File: src/rtl/button_sequencer.sv
// Calculator button codes plus a paced press sequencer: queued codes are replayed
// as one-hot presses of PressCycles cycles, each followed by GapCycles released cycles.
package calc_pkg;

    typedef enum logic [4:0] {
        B_NONE   = 5'd0,
        B_NUM_0  = 5'd1,
        B_NUM_1  = 5'd2,
        B_NUM_2  = 5'd3,
        B_NUM_3  = 5'd4,
        B_NUM_4  = 5'd5,
        B_NUM_5  = 5'd6,
        B_NUM_6  = 5'd7,
        B_NUM_7  = 5'd8,
        B_NUM_8  = 5'd9,
        B_NUM_9  = 5'd10,
        B_OP_ADD = 5'd11,
        B_OP_SUB = 5'd12,
        B_OP_MUL = 5'd13,
        B_OP_DIV = 5'd14,
        B_OP_EQ  = 5'd15,
        B_CLEAR  = 5'd16,
        B_ON     = 5'd17
    } active_button_t;

    typedef struct packed {
        logic on;
        logic clear;
        logic op_eq;
        logic op_div;
        logic op_mul;
        logic op_sub;
        logic op_add;
        logic num_9;
        logic num_8;
        logic num_7;
        logic num_6;
        logic num_5;
        logic num_4;
        logic num_3;
        logic num_2;
        logic num_1;
        logic num_0;
    } buttons_t;

    // Codes outside the table (including B_NONE) map to no button at all.
    function automatic buttons_t to_buttons(input active_button_t code);
        buttons_t b;
        b = '0;
        case (code)
            B_NUM_0:  b.num_0  = 1'b1;
            B_NUM_1:  b.num_1  = 1'b1;
            B_NUM_2:  b.num_2  = 1'b1;
            B_NUM_3:  b.num_3  = 1'b1;
            B_NUM_4:  b.num_4  = 1'b1;
            B_NUM_5:  b.num_5  = 1'b1;
            B_NUM_6:  b.num_6  = 1'b1;
            B_NUM_7:  b.num_7  = 1'b1;
            B_NUM_8:  b.num_8  = 1'b1;
            B_NUM_9:  b.num_9  = 1'b1;
            B_OP_ADD: b.op_add = 1'b1;
            B_OP_SUB: b.op_sub = 1'b1;
            B_OP_MUL: b.op_mul = 1'b1;
            B_OP_DIV: b.op_div = 1'b1;
            B_OP_EQ:  b.op_eq  = 1'b1;
            B_CLEAR:  b.clear  = 1'b1;
            B_ON:     b.on     = 1'b1;
            default:  b        = '0;
        endcase
        return b;
    endfunction

endpackage

module button_sequencer
    import calc_pkg::*;
#(
    parameter int Depth       = 8,
    parameter int PressCycles = 4,
    parameter int GapCycles   = 4
) (
    input  logic                       clk_i,
    input  logic                       rst_ni,
    input  logic                       button_valid_i,
    input  active_button_t             button_i,
    output logic                       button_ready_o,
    input  logic                       flush_i,
    output buttons_t                   buttons_o,
    output logic                       pressing_o,
    output logic                       busy_o,
    output logic [$clog2(Depth+1)-1:0] count_o
);

    localparam int AW   = $clog2(Depth);
    localparam int CW   = $clog2(Depth + 1);
    localparam int TMax = (PressCycles > GapCycles) ? PressCycles : GapCycles;
    localparam int TW   = (TMax > 1) ? $clog2(TMax) : 1;

    typedef enum logic [1:0] {
        S_IDLE,
        S_PRESS,
        S_GAP
    } state_t;

    active_button_t mem_q [Depth];
    logic [AW-1:0]  wr_ptr_q, rd_ptr_q;
    logic [CW-1:0]  count_q;
    state_t         state_q, state_d;
    logic [TW-1:0]  timer_q, timer_d;
    buttons_t       buttons_q, buttons_d;
    logic           full, empty, push, pop;
    active_button_t head_code, next_code;

    assign full      = (count_q == CW'(Depth));
    assign empty     = (count_q == '0);
    // A full FIFO refuses pushes even when the head retires on the same edge.
    assign push      = button_valid_i && !full && !flush_i;
    assign head_code = mem_q[rd_ptr_q];
    assign next_code = mem_q[rd_ptr_q + AW'(1)];

    always_ff @(posedge clk_i) begin
        if (push) begin
            mem_q[wr_ptr_q] <= button_i;
        end
    end

    always_ff @(posedge clk_i or negedge rst_ni) begin
        if (!rst_ni) begin
            wr_ptr_q <= '0;
            rd_ptr_q <= '0;
            count_q  <= '0;
        end else if (flush_i) begin
            wr_ptr_q <= '0;
            rd_ptr_q <= '0;
            count_q  <= '0;
        end else begin
            if (push) wr_ptr_q <= wr_ptr_q + AW'(1);
            if (pop)  rd_ptr_q <= rd_ptr_q + AW'(1);
            count_q <= count_q + CW'(push) - CW'(pop);
        end
    end

    always_ff @(posedge clk_i or negedge rst_ni) begin
        if (!rst_ni) begin
            state_q   <= S_IDLE;
            timer_q   <= '0;
            buttons_q <= '0;
        end else begin
            state_q   <= state_d;
            timer_q   <= timer_d;
            buttons_q <= buttons_d;
        end
    end

    always_comb begin
        state_d   = state_q;
        timer_d   = timer_q;
        buttons_d = buttons_q;
        pop       = 1'b0;
        if (flush_i) begin
            state_d   = S_IDLE;
            timer_d   = '0;
            buttons_d = '0;
        end else begin
            case (state_q)
                S_IDLE: begin
                    if (!empty) begin
                        state_d   = S_PRESS;
                        timer_d   = TW'(PressCycles - 1);
                        buttons_d = to_buttons(head_code);
                    end
                end
                S_PRESS: begin
                    if (timer_q == '0) begin
                        state_d   = S_GAP;
                        timer_d   = TW'(GapCycles - 1);
                        buttons_d = '0;
                    end else begin
                        timer_d = timer_q - TW'(1);
                    end
                end
                S_GAP: begin
                    if (timer_q == '0) begin
                        pop = 1'b1;
                        // Chain straight into the next press when another entry waits.
                        if (count_q > CW'(1)) begin
                            state_d   = S_PRESS;
                            timer_d   = TW'(PressCycles - 1);
                            buttons_d = to_buttons(next_code);
                        end else begin
                            state_d = S_IDLE;
                        end
                    end else begin
                        timer_d = timer_q - TW'(1);
                    end
                end
                default: begin
                    state_d   = S_IDLE;
                    timer_d   = '0;
                    buttons_d = '0;
                end
            endcase
        end
    end

    assign buttons_o      = buttons_q;
    assign pressing_o     = (state_q == S_PRESS);
    assign busy_o         = (state_q != S_IDLE) || !empty;
    assign button_ready_o = !full;
    assign count_o        = count_q;

endmodule
File: config.mk
export PLATFORM = sky130hd
export DESIGN_NAME = button_sequencer
export DESIGN_NICKNAME = d
export VERILOG_FILES = /design/src/rtl/button_sequencer.sv
export SDC_FILE = /design/constraint.sdc
export NUM_CORES = 1
export LEC_CHECK = 0
export ABC_CLOCK_PERIOD_IN_PS = 2350
export CAP_MARGIN = 0
export CORE_ASPECT_RATIO = 1.1
export CORE_MARGIN = 10
export CORE_UTILIZATION = 53
export CTS_CLUSTER_SIZE = 25
export DETAILED_ROUTE_END_ITERATION = 10
export PLACE_DENSITY = 0.75
export SYNTH_ARGS = -nofsm -noshare
export SYNTH_HDL_FRONTEND = slang
export SYNTH_SLANG_ARGS = --single-unit
File: constraint.sdc
create_clock -name clk_i -period 2.35 [get_ports clk_i]
set_input_delay 0.235 -clock clk_i [delete_from_list [all_inputs] [get_ports clk_i]]
set_output_delay 0.235 -clock clk_i [all_outputs]
set_load 0.01 [all_outputs]
==> flow_summary.yaml, run 1 <==
status:
  outcome: "finished, violations left"
  violations: "negative setup slack"
yosys:
  syn_area_um2: 4110
  ys_warn_count: 0
  synth_cell_type_count: 57
  synth_edf_count: 40
  async_reset_ff_share_pct: 43.7
  ys_seq_elements: 71
  seq_area_frac_synth_pct: 48.1
  syn_nets: 385
  syn_inst: 360
  syn_avg_cell_area_um2: 11.4
  synthFlopType: "edfxtp_1"
place:
  hpwlAfterDp_mm: 7.29
  placedCellCount: 513
  dp_slack_ns: -0.0632
  gp_congestion: 0.940
  portBuffers: 32
grt:
  antenna_found_initial: 0
  track_usage_pct: 16.3
  grt-ovfl-total: 0
  grt_pass1_wl_mm: 15.6
  grt_max_degree: 32
  grt_pass1_vias: 3101
critical_path:
  r2r_start: "count_o[2]$_DFF_PN0_"
  crit_type: "flip-flop to flip-flop"
  path_max_fanout: 4
  rrSetupSlack_ns: -0.03
  critPathLaunch: "count_o[2]$_DFF_PN0_"
  rr_worst_depth: 13
  critPathLaunchType: "flip-flop"
  r2r_end: "count_o[3]$_DFF_PN0_"
  critPathCaptureType: "flip-flop"
  cp.required_ns: 2.59
  crit_end: "count_o[3]$_DFF_PN0_"
  worst_ep_arrival_time_ns: 2.62
layout:
  final_common_cell: "edfxtp_1"
  nNetsFinal: 452
  area_growth_pct: 28.4
  layout_common_cells: "edfxtp_1, buf_4, clkdlybuf4s50_1, dfrtp_1, nand2_1"
  fill_cells: 553
  drive_gt1_share_pct: 26.4
  diodes: 0
  layout.cells.non_filler: 537
  post-route-util_pct: 70.2
clock_tree:
  clkTransAtPathRegs_ns: 0.08
  cts_buffer_depth: 2
  cts_buffers: 9
  cts.sinks: 71
  h-tree-depth: 3
  clkLatencyLatePin_ns: 0.35
  cts_root_buf: "clkbuf_8"
  cts_tree: "built"
sta:
  max_slew_margin_pct: 67.1
  setup_ws_ns: -0.0294
  setup_viol_count_final: 1
  finClkSkew_ns: 0.0114
  fmax_ghz: 0.420
  holdWs_ns: 0.269
  timing.final.max_slew_violations: 0
  tightest_slew_ns: 0.482
  timing.final.crit_share_pct: 101
  rsz0062_at_grt: "yes"
  hold_viol_final: 0
  fin_crit_ns: 2.38
die:
  io_pins: 33
  core_um2: 7510
  die_w_um: 104
  die_area_um2: 11700
  rows: 33
  initial_core_util_pct: 54.7
  die_h_um: 112
pwr:
  peakVddDrop_v: 0.000588
  p_leak_nw: 1.97
  p_per_area_nw_per_um2: 779
worst_hold_path:
  hold_class: "primary input to async pin"
run:
  max-cap-violations: 0
detailed_routing:
  m1WireLength_mm: 4.36
  post_drt_wl_per_cell_um: 19.0
  drtIter0Drc: 209
  top_layer: "met4"
  drcViolationCount: 0
  drt_wl_total_mm: 10.2
  ant_nets: 0
  dr_wl_met2_mm: 5.03
  dr_total_vias: 3201
  viasPerCell: 5.96
  routed-wl-met3_um: 507
  first_pass_iters: 4
## layer usage
layer  vias to the layer above  track usage, %
met2                        79            26.9
met4                         0            6.50
met5                         -               0
li1                       1501               -
met1                      1595            20.5
met3                        26            3.66
## state kept, by name, indices dropped and copies added, names as in the netlist
signal,flops
wr_ptr_q,3
state_q,2
mem_q,40
timer_q,2
count_o,4
rd_ptr_q,3
buttons_o,17
## worst min path at each step
stage	startpoint	endpoint	slack [ns]
3_3_place_gp	buttons_o[8]$_DFFE_PN0P_	buttons_o[8]$_DFFE_PN0P_	0.46
3_5_place_dp	buttons_o[4]$_DFFE_PN0P_	buttons_o[4]$_DFFE_PN0P_	0.47
5_1_grt	rst_ni	wr_ptr_q[2]$_DFFE_PN0P_	0.32
6_report	rst_ni	buttons_o[5]$_DFFE_PN0P_	0.27
4_1_cts	rst_ni	timer_q[1]$_DFFE_PN0P_	0.29
2_1_floorplan	rst_ni	buttons_o[0]$_DFFE_PN0P_	-0.06
## cells by family (layout without fill, tap and decap cells)
logic type | count (synthesis) | in the layout | synth area share (%)
compound gates | 78 | 78 | 13.9
xor+xnor | 8 | 8 | 1.71
fa+ha+maj | 16 | 16 | 5.06
buf+inv | 30 | 102 | 3.41
flops | 71 | 71 | 48.1
mux | 51 | 51 | 14.8
simple gates | 106 | 106 | 13.0
## timing repair
item | in CTS | in global routing
hold buffers | 0 | 0
buffers inserted | 3 | 5
hold endpoints to repair | 0 | 0
gates resized for setup | 11 | 33
pin swaps | 0 | 7
endpoints found under the setup margin | 8 | 20
## report_power, final
part / total [mW] / leakage [nW] / switching [mW] / internal (mW)
combinational: 1.44 / 1.07 / 0.773 / 0.667
sequential: 1.48 / 0.783 / 0.0677 / 1.41
clock: 1.19 / 0.120 / 0.483 / 0.708
total: 4.11 / 1.97 / 1.32 / 2.78
## final cells by class
cell class	count	area (um2)	area share [%]
Tap cell	105	131	2.49
Multi-Input combinational cell	259	2190	41.6
Clock buffer	9	124	2.35
Sequential cell	71	1980	37.5
Timing Repair Buffer	74	681	12.9
Clock inverter	7	120	2.28
Inverter	12	45.0	0.854
## cells in the mapped netlist, drive strengths merged, types with 6 or more instances
cell type,count,area (um2)
o21ai,14,70.1
nor2,20,75.1
a22o,12,105
edfxtp,40,1200
nor2b,8,50.1
mux2,16,184
nor3,13,65.1
nand2,28,105
dfrtp,31,776
clkbuf,7,26.3
inv,12,45.0
buf,11,68.8
a21oi,12,60.1
mux2i,29,290
nand3,13,65.1
mux4,6,135
ha,15,188
## worst max-delay path, stage by stage (launching register included)
cell     delay (ns)
dfrtp_1        0.40
inv_2          0.06
ha_1           0.13
or3b_4         0.41
nand2_4        0.09
nor2_4         0.04
inv_1          0.08
ha_4           0.12
inv_1          0.07
ha_1           0.31
a21o_1         0.18
a21oi_2        0.17
xnor2_1        0.15
nor2_1         0.06
## through the flow
stage	power (mW)	instance area [um2]	TNS, ns
final	4.11	5270	-0.0294
after CTS	4.01	5070	-0.000457
after floorplan	2.32	4110	0
after detailed placement	2.80	4750	-0.207
after global placement	2.77	4750	-0.0879
after global routing	4.31	5270	-0.217
Power figures use the tool's default switching activity.
==> run 2, diff against run 1 <==
- CORE_MARGIN: 10 -> 3
==> flow_summary.yaml, run 2 (same netlist as run 1, synthesis figures left out) <==
status:
  outcome: "finished, violations left"
  violations: "negative setup slack"
die:
  core_um2: 7510
  initial_core_util_pct: 54.7
  rows: 33
  io_pins: 33
  die_area_um2: 8840
  die_h_um: 98.3
  die_w_um: 89.9
critical_path:
  crit_family: "multiplexers"
  rr_worst_depth: 5
  rrSetupSlack_ns: -0.01
  crit_type: "flip-flop to flip-flop"
  r2r_start: "rd_ptr_q[1]$_DFFE_PN0P_"
  critPathBufInv: 1
  critPathCaptureType: "flip-flop"
  crit_chain: "buf_12 > mux4_2 > mux2_4 > o311a_1 > o41ai_2"
  cp.required_ns: 2.59
  max_stage_delay_ns: 0.54
  worst_path_max_delay_cell: "mux4_2"
  path_max_fanout: 19
  worst_ep_arrival_time_ns: 2.60
  r2r_end: "buttons_o[16]$_DFFE_PN0P_"
  critPathLaunchType: "flip-flop"
grt:
  grt-ovfl-total: 0
  grt_pass1_vias: 3081
  grt_pass1_wl_mm: 15.8
  track_usage_pct: 22.7
  grt_max_degree: 32
  antenna_found_initial: 0
sta:
  fin_crit_ns: 2.36
  timing.final.max_slew_violations: 0
  setup_ws_ns: -0.0144
  fmax_ghz: 0.423
  hold_viol_final: 0
  max_slew_margin_pct: 64.8
  holdWs_ns: 0.260
  rsz0062_at_grt: "yes"
  timing.final.crit_share_pct: 101
  tightest_slew_ns: 0.521
  setup_viol_count_final: 1
  finClkSkew_ns: 0.0123
layout:
  largest_reg_flops: 40
  nNetsFinal: 452
  regMostFlops: "mem_q"
  fill_cells: 587
  area_growth_pct: 27.6
  final_common_cell: "edfxtp_1"
  drive_gt1_share_pct: 25.7
  layout_common_cells: "edfxtp_1, buf_4, clkdlybuf4s50_1, dfrtp_1, mux2i_1"
  diodes: 0
  final_area_um2: 5240
  multi_input_area_um2: 2170
  seq_area_um2: 1980
detailed_routing:
  ant_nets: 0
  first_pass_iters: 4
  drtIter0Drc: 186
  dr_total_vias: 3103
  drt_wl_total_mm: 9.90
  post_drt_wl_per_cell_um: 18.4
  drcViolationCount: 0
  viasPerCell: 5.78
clock_tree:
  cts.sinks: 71
  hold_buffers: 0
  cts_tree: "built"
  cts_buffers: 9
  clkLatencyLatePin_ns: 0.36
  clkTransAtPathRegs_ns: 0.08
  cts_root_buf: "clkbuf_8"
  h-tree-depth: 3
  cts_buffer_depth: 2
place:
  dp_slack_ns: -0.0711
  portBuffers: 32
  place_area_um2: 4770
  gp_congestion: 0.962
  hpwlAfterDp_mm: 7.28
worst_hold_path:
  hold_class: "primary input to async pin"
pwr:
  p_leak_nw: 1.96
  p_per_area_nw_per_um2: 778
  peakVddDrop_v: 0.000452
run:
  max-cap-violations: 0
-- run 2: worst max-delay path by stage --
stage / from / to / slack, ns / cells past startpoint
6_report: rd_ptr_q[1]$_DFFE_PN0P_ / buttons_o[16]$_DFFE_PN0P_ / -0.01 / 5
5_1_grt: rd_ptr_q[1]$_DFFE_PN0P_ / buttons_o[16]$_DFFE_PN0P_ / -0.11 / 7
2_1_floorplan: count_o[2]$_DFF_PN0_ / count_o[1]$_DFF_PN0_ / 0.006 / 11
4_1_cts: rd_ptr_q[1]$_DFFE_PN0P_ / buttons_o[9]$_DFFE_PN0P_ / -0.002 / 7
3_5_place_dp: rd_ptr_q[0]$_DFFE_PN0P_ / buttons_o[8]$_DFFE_PN0P_ / -0.07 / 7
3_3_place_gp: rd_ptr_q[0]$_DFFE_PN0P_ / buttons_o[8]$_DFFE_PN0P_ / -0.05 / 7
-- run 2: layout make-up --
type                    count  share of cell area [%]
multi-input cells         259                    41.4
flip-flops and latches     71                    37.7
repair buffers             74                    13.0
well taps                 105                    2.51
clock buffers              10                    2.43
clock inverters             6                    2.08
inverters                  12                   0.859
-- run 2: report_power, final --
part / internal [mW] / total, mW / switching (mW)
sequential: 1.41 / 1.47 / 0.0616
clock: 0.703 / 1.17 / 0.467
combinational: 0.659 / 1.44 / 0.779
total: 2.77 / 4.08 / 1.31
-- run 2: metrics by stage --
stage,cells,util [%],TNS (ns),total power [mW]
6_report,537,69.8,-0.0144,4.08
5_1_grt,537,69.8,-0.209,4.31
4_1_cts,534,67.3,-0.00233,3.97
3_5_place_dp,518,63.5,-0.490,2.78
3_3_place_gp,518,63.5,-0.135,2.75
2_1_floorplan,360,-,0,2.32
-- run 2: repair_timing --
item / in CTS / in global routing
gates resized for setup: 8 / 33
gates cloned: 0 / 1
pin swaps: 3 / 7
setup endpoints to repair: 14 / 19
setup buffers: 0 / 2
endpoints found under the hold margin: 0 / 0
-- run 2: routing by layer --
layer / part of all wire, % / GRT usage [%] / vias up
met5: 0 / 0 / -
met4: 1.7 / 6.24 / 0
met3: 2.9 / 5.01 / 16
li1: - / - / 1500
met1: 45 / 29.7 / 1528
met2: 50 / 38.5 / 59
==> run 3, diff against run 2 <==
- CORE_MARGIN: 3 -> 1.5
==> flow_summary.yaml, run 3 (same netlist as run 1, synthesis figures left out) <==
status:
  outcome: "complete, no violations"
grt:
  use_met2_pct: 39.6
  grt-ovfl-total: 0
  grt_busiest_layer: "met2"
  grt_pass1_wl_mm: 15.6
  grt_use_met1_pct: 34.1
  antenna_found_initial: 0
  grt_pass1_vias: 3084
  grt_max_degree: 32
  grtUsageMet3_pct: 4.85
  track_usage_pct: 25.0
sta:
  fin_crit_ns: 2.33
  finClkSkew_ns: 0.0120
  rsz0062_at_grt: "yes"
  fmax_ghz: 0.429
  timing.setup.tns_ns: 0
  timing.final.crit_share_pct: 99.1
  max_slew_margin_pct: 67.6
  tightest_slew_ns: 0.481
  setup_viol_count_final: 0
  hold_viol_final: 0
  timing.final.max_slew_violations: 0
clock_tree:
  clkTransAtPathRegs_ns: 0.08
  cts_tree: "built"
  h-tree-depth: 3
  hold_buffers: 0
  cts.sinks: 71
  cts_root_buf: "clkbuf_8"
  cts_buffer_depth: 2
  clkLatencyLatePin_ns: 0.36
  cts_buffers: 9
critical_path:
  critPathCaptureType: "flip-flop"
  max_stage_delay_ns: 0.44
  worst_path_max_delay_cell: "dfrtp_1"
  cp.required_ns: 2.61
  crit_chain: "ha_4 > bufbuf_16 > mux2_2 > nor3_2 > o21ai_1 > o311a_1 > o41ai_2"
  path_max_fanout: 12
  critPathLaunchType: "flip-flop"
  worst_ep_arrival_time_ns: 2.58
  crit_type: "flip-flop to flip-flop"
  rr_worst_depth: 7
place:
  hpwlAfterDp_mm: 6.94
  place_area_um2: 4760
  portBuffers: 32
  gp_congestion: 0.902
layout:
  drive_gt1_share_pct: 27.7
  diodes: 0
  largest_reg_flops: 40
  final_common_cell: "edfxtp_1"
  nNetsFinal: 453
  area_growth_pct: 28.9
  layout_common_cells: "edfxtp_1, buf_4, clkdlybuf4s50_1, dfrtp_1, nand2_1"
  regMostFlops: "mem_q"
  final_area_um2: 5290
die:
  die_w_um: 86.9
  initial_core_util_pct: 55.0
  die_h_um: 95.3
  core_um2: 7470
  rows: 33
  die_area_um2: 8290
  io_pins: 33
worst_hold_path:
  hold_class: "primary input to async pin"
pwr:
  p_per_area_nw_per_um2: 785
  peakVddDrop_v: 0.000423
  p_leak_nw: 1.97
detailed_routing:
  drt_wl_total_mm: 9.92
  drtIter0Drc: 184
  first_pass_iters: 4
  viasPerCell: 5.98
  dr_total_vias: 3216
  ant_nets: 0
  drcViolationCount: 0
  post_drt_wl_per_cell_um: 18.4
run:
  max-cap-violations: 0
[run 3: cell count changes in the layout (fill, tap and decap cells not counted), moves of 2 or more]
cell and delta:
o221ai_2 +2, o221ai_1 -2, ha_1 +2, mux2i_2 +2, mux2i_1 -5, mux2i_4 +3, nor3_1 -3, nor3_2 +3
[run 3: critical path, delay by kind of cell, from the launching register on]
family	cells	cell delay (ns)
mux	1	0.39
compound gates	3	0.68
simple gates	1	0.12
flops	1	0.44
fa+ha+maj	1	0.31
buf+inv	1	0.29
[run 3: power breakdown]
part / switching (mW) / leakage (nW) / internal [mW]
Combinational: 0.788 / 1.06 / 0.693
Clock: 0.492 / 0.120 / 0.708
Sequential: 0.0680 / 0.785 / 1.41
Total: 1.35 / 1.97 / 2.81
[run 3: metal layers]
layer	vias up	share of wire (%)
li1	1512	-
met1	1615	46
met2	72	48
met3	17	4.0
met4	0	2.1
met5	-	0
[run 3: path summary, 6_finish.rpt]
check / endpoint / startpoint / slack [ns]
min in group clk_i: buttons_o[15]$_DFFE_PN0P_ / buttons_o[15]$_DFFE_PN0P_ / 0.49
hold / removal: buttons_o[9]$_DFFE_PN0P_ / rst_ni / 0.27
max in group asynchronous: state_q[0]$_DFFE_PN0P_ / rst_ni / 1.76
hold reg to reg: buttons_o[15]$_DFFE_PN0P_ / buttons_o[15]$_DFFE_PN0P_ / 0.49
setup reg to reg: buttons_o[15]$_DFFE_PN0P_ / rd_ptr_q[1]$_DFFE_PN0P_ / 0.02
setup / recovery: buttons_o[15]$_DFFE_PN0P_ / rd_ptr_q[1]$_DFFE_PN0P_ / 0.02
[run 3: per-stage QoR]
| step | hold slack, ns | worst slack (ns) | power [mW] | util (%) | instances |
|---|---|---|---|---|---|
| after floorplan | -0.0606 | 0.00609 | 2.32 | - | 360 |
| after global placement | 0.466 | 0.0170 | 2.77 | 63.7 | 516 |
| after detailed placement | 0.473 | -0.0301 | 2.80 | 63.7 | 516 |
| after CTS | 0.281 | 0.00127 | 4.03 | 67.8 | 533 |
| after global routing | 0.302 | -0.0509 | 4.37 | 70.8 | 538 |
| final | 0.267 | 0.0205 | 4.16 | 70.8 | 538 |
[run 3: cell type report]
class	instances	area (um2)
Fill cell	527	2180
Clock buffer	9	124
Inverter	12	45.0
Tap cell	105	131
Multi-Input combinational cell	259	2210
Clock inverter	7	120
Timing Repair Buffer	75	688
Sequential cell	71	1980
[run 3: repair_timing]
action	4_1_cts	5_1_grt
setup buffers	0	5
gates cloned	1	0
resized for setup	5	42
setup endpoints to repair	15	18
pin swaps	1	9
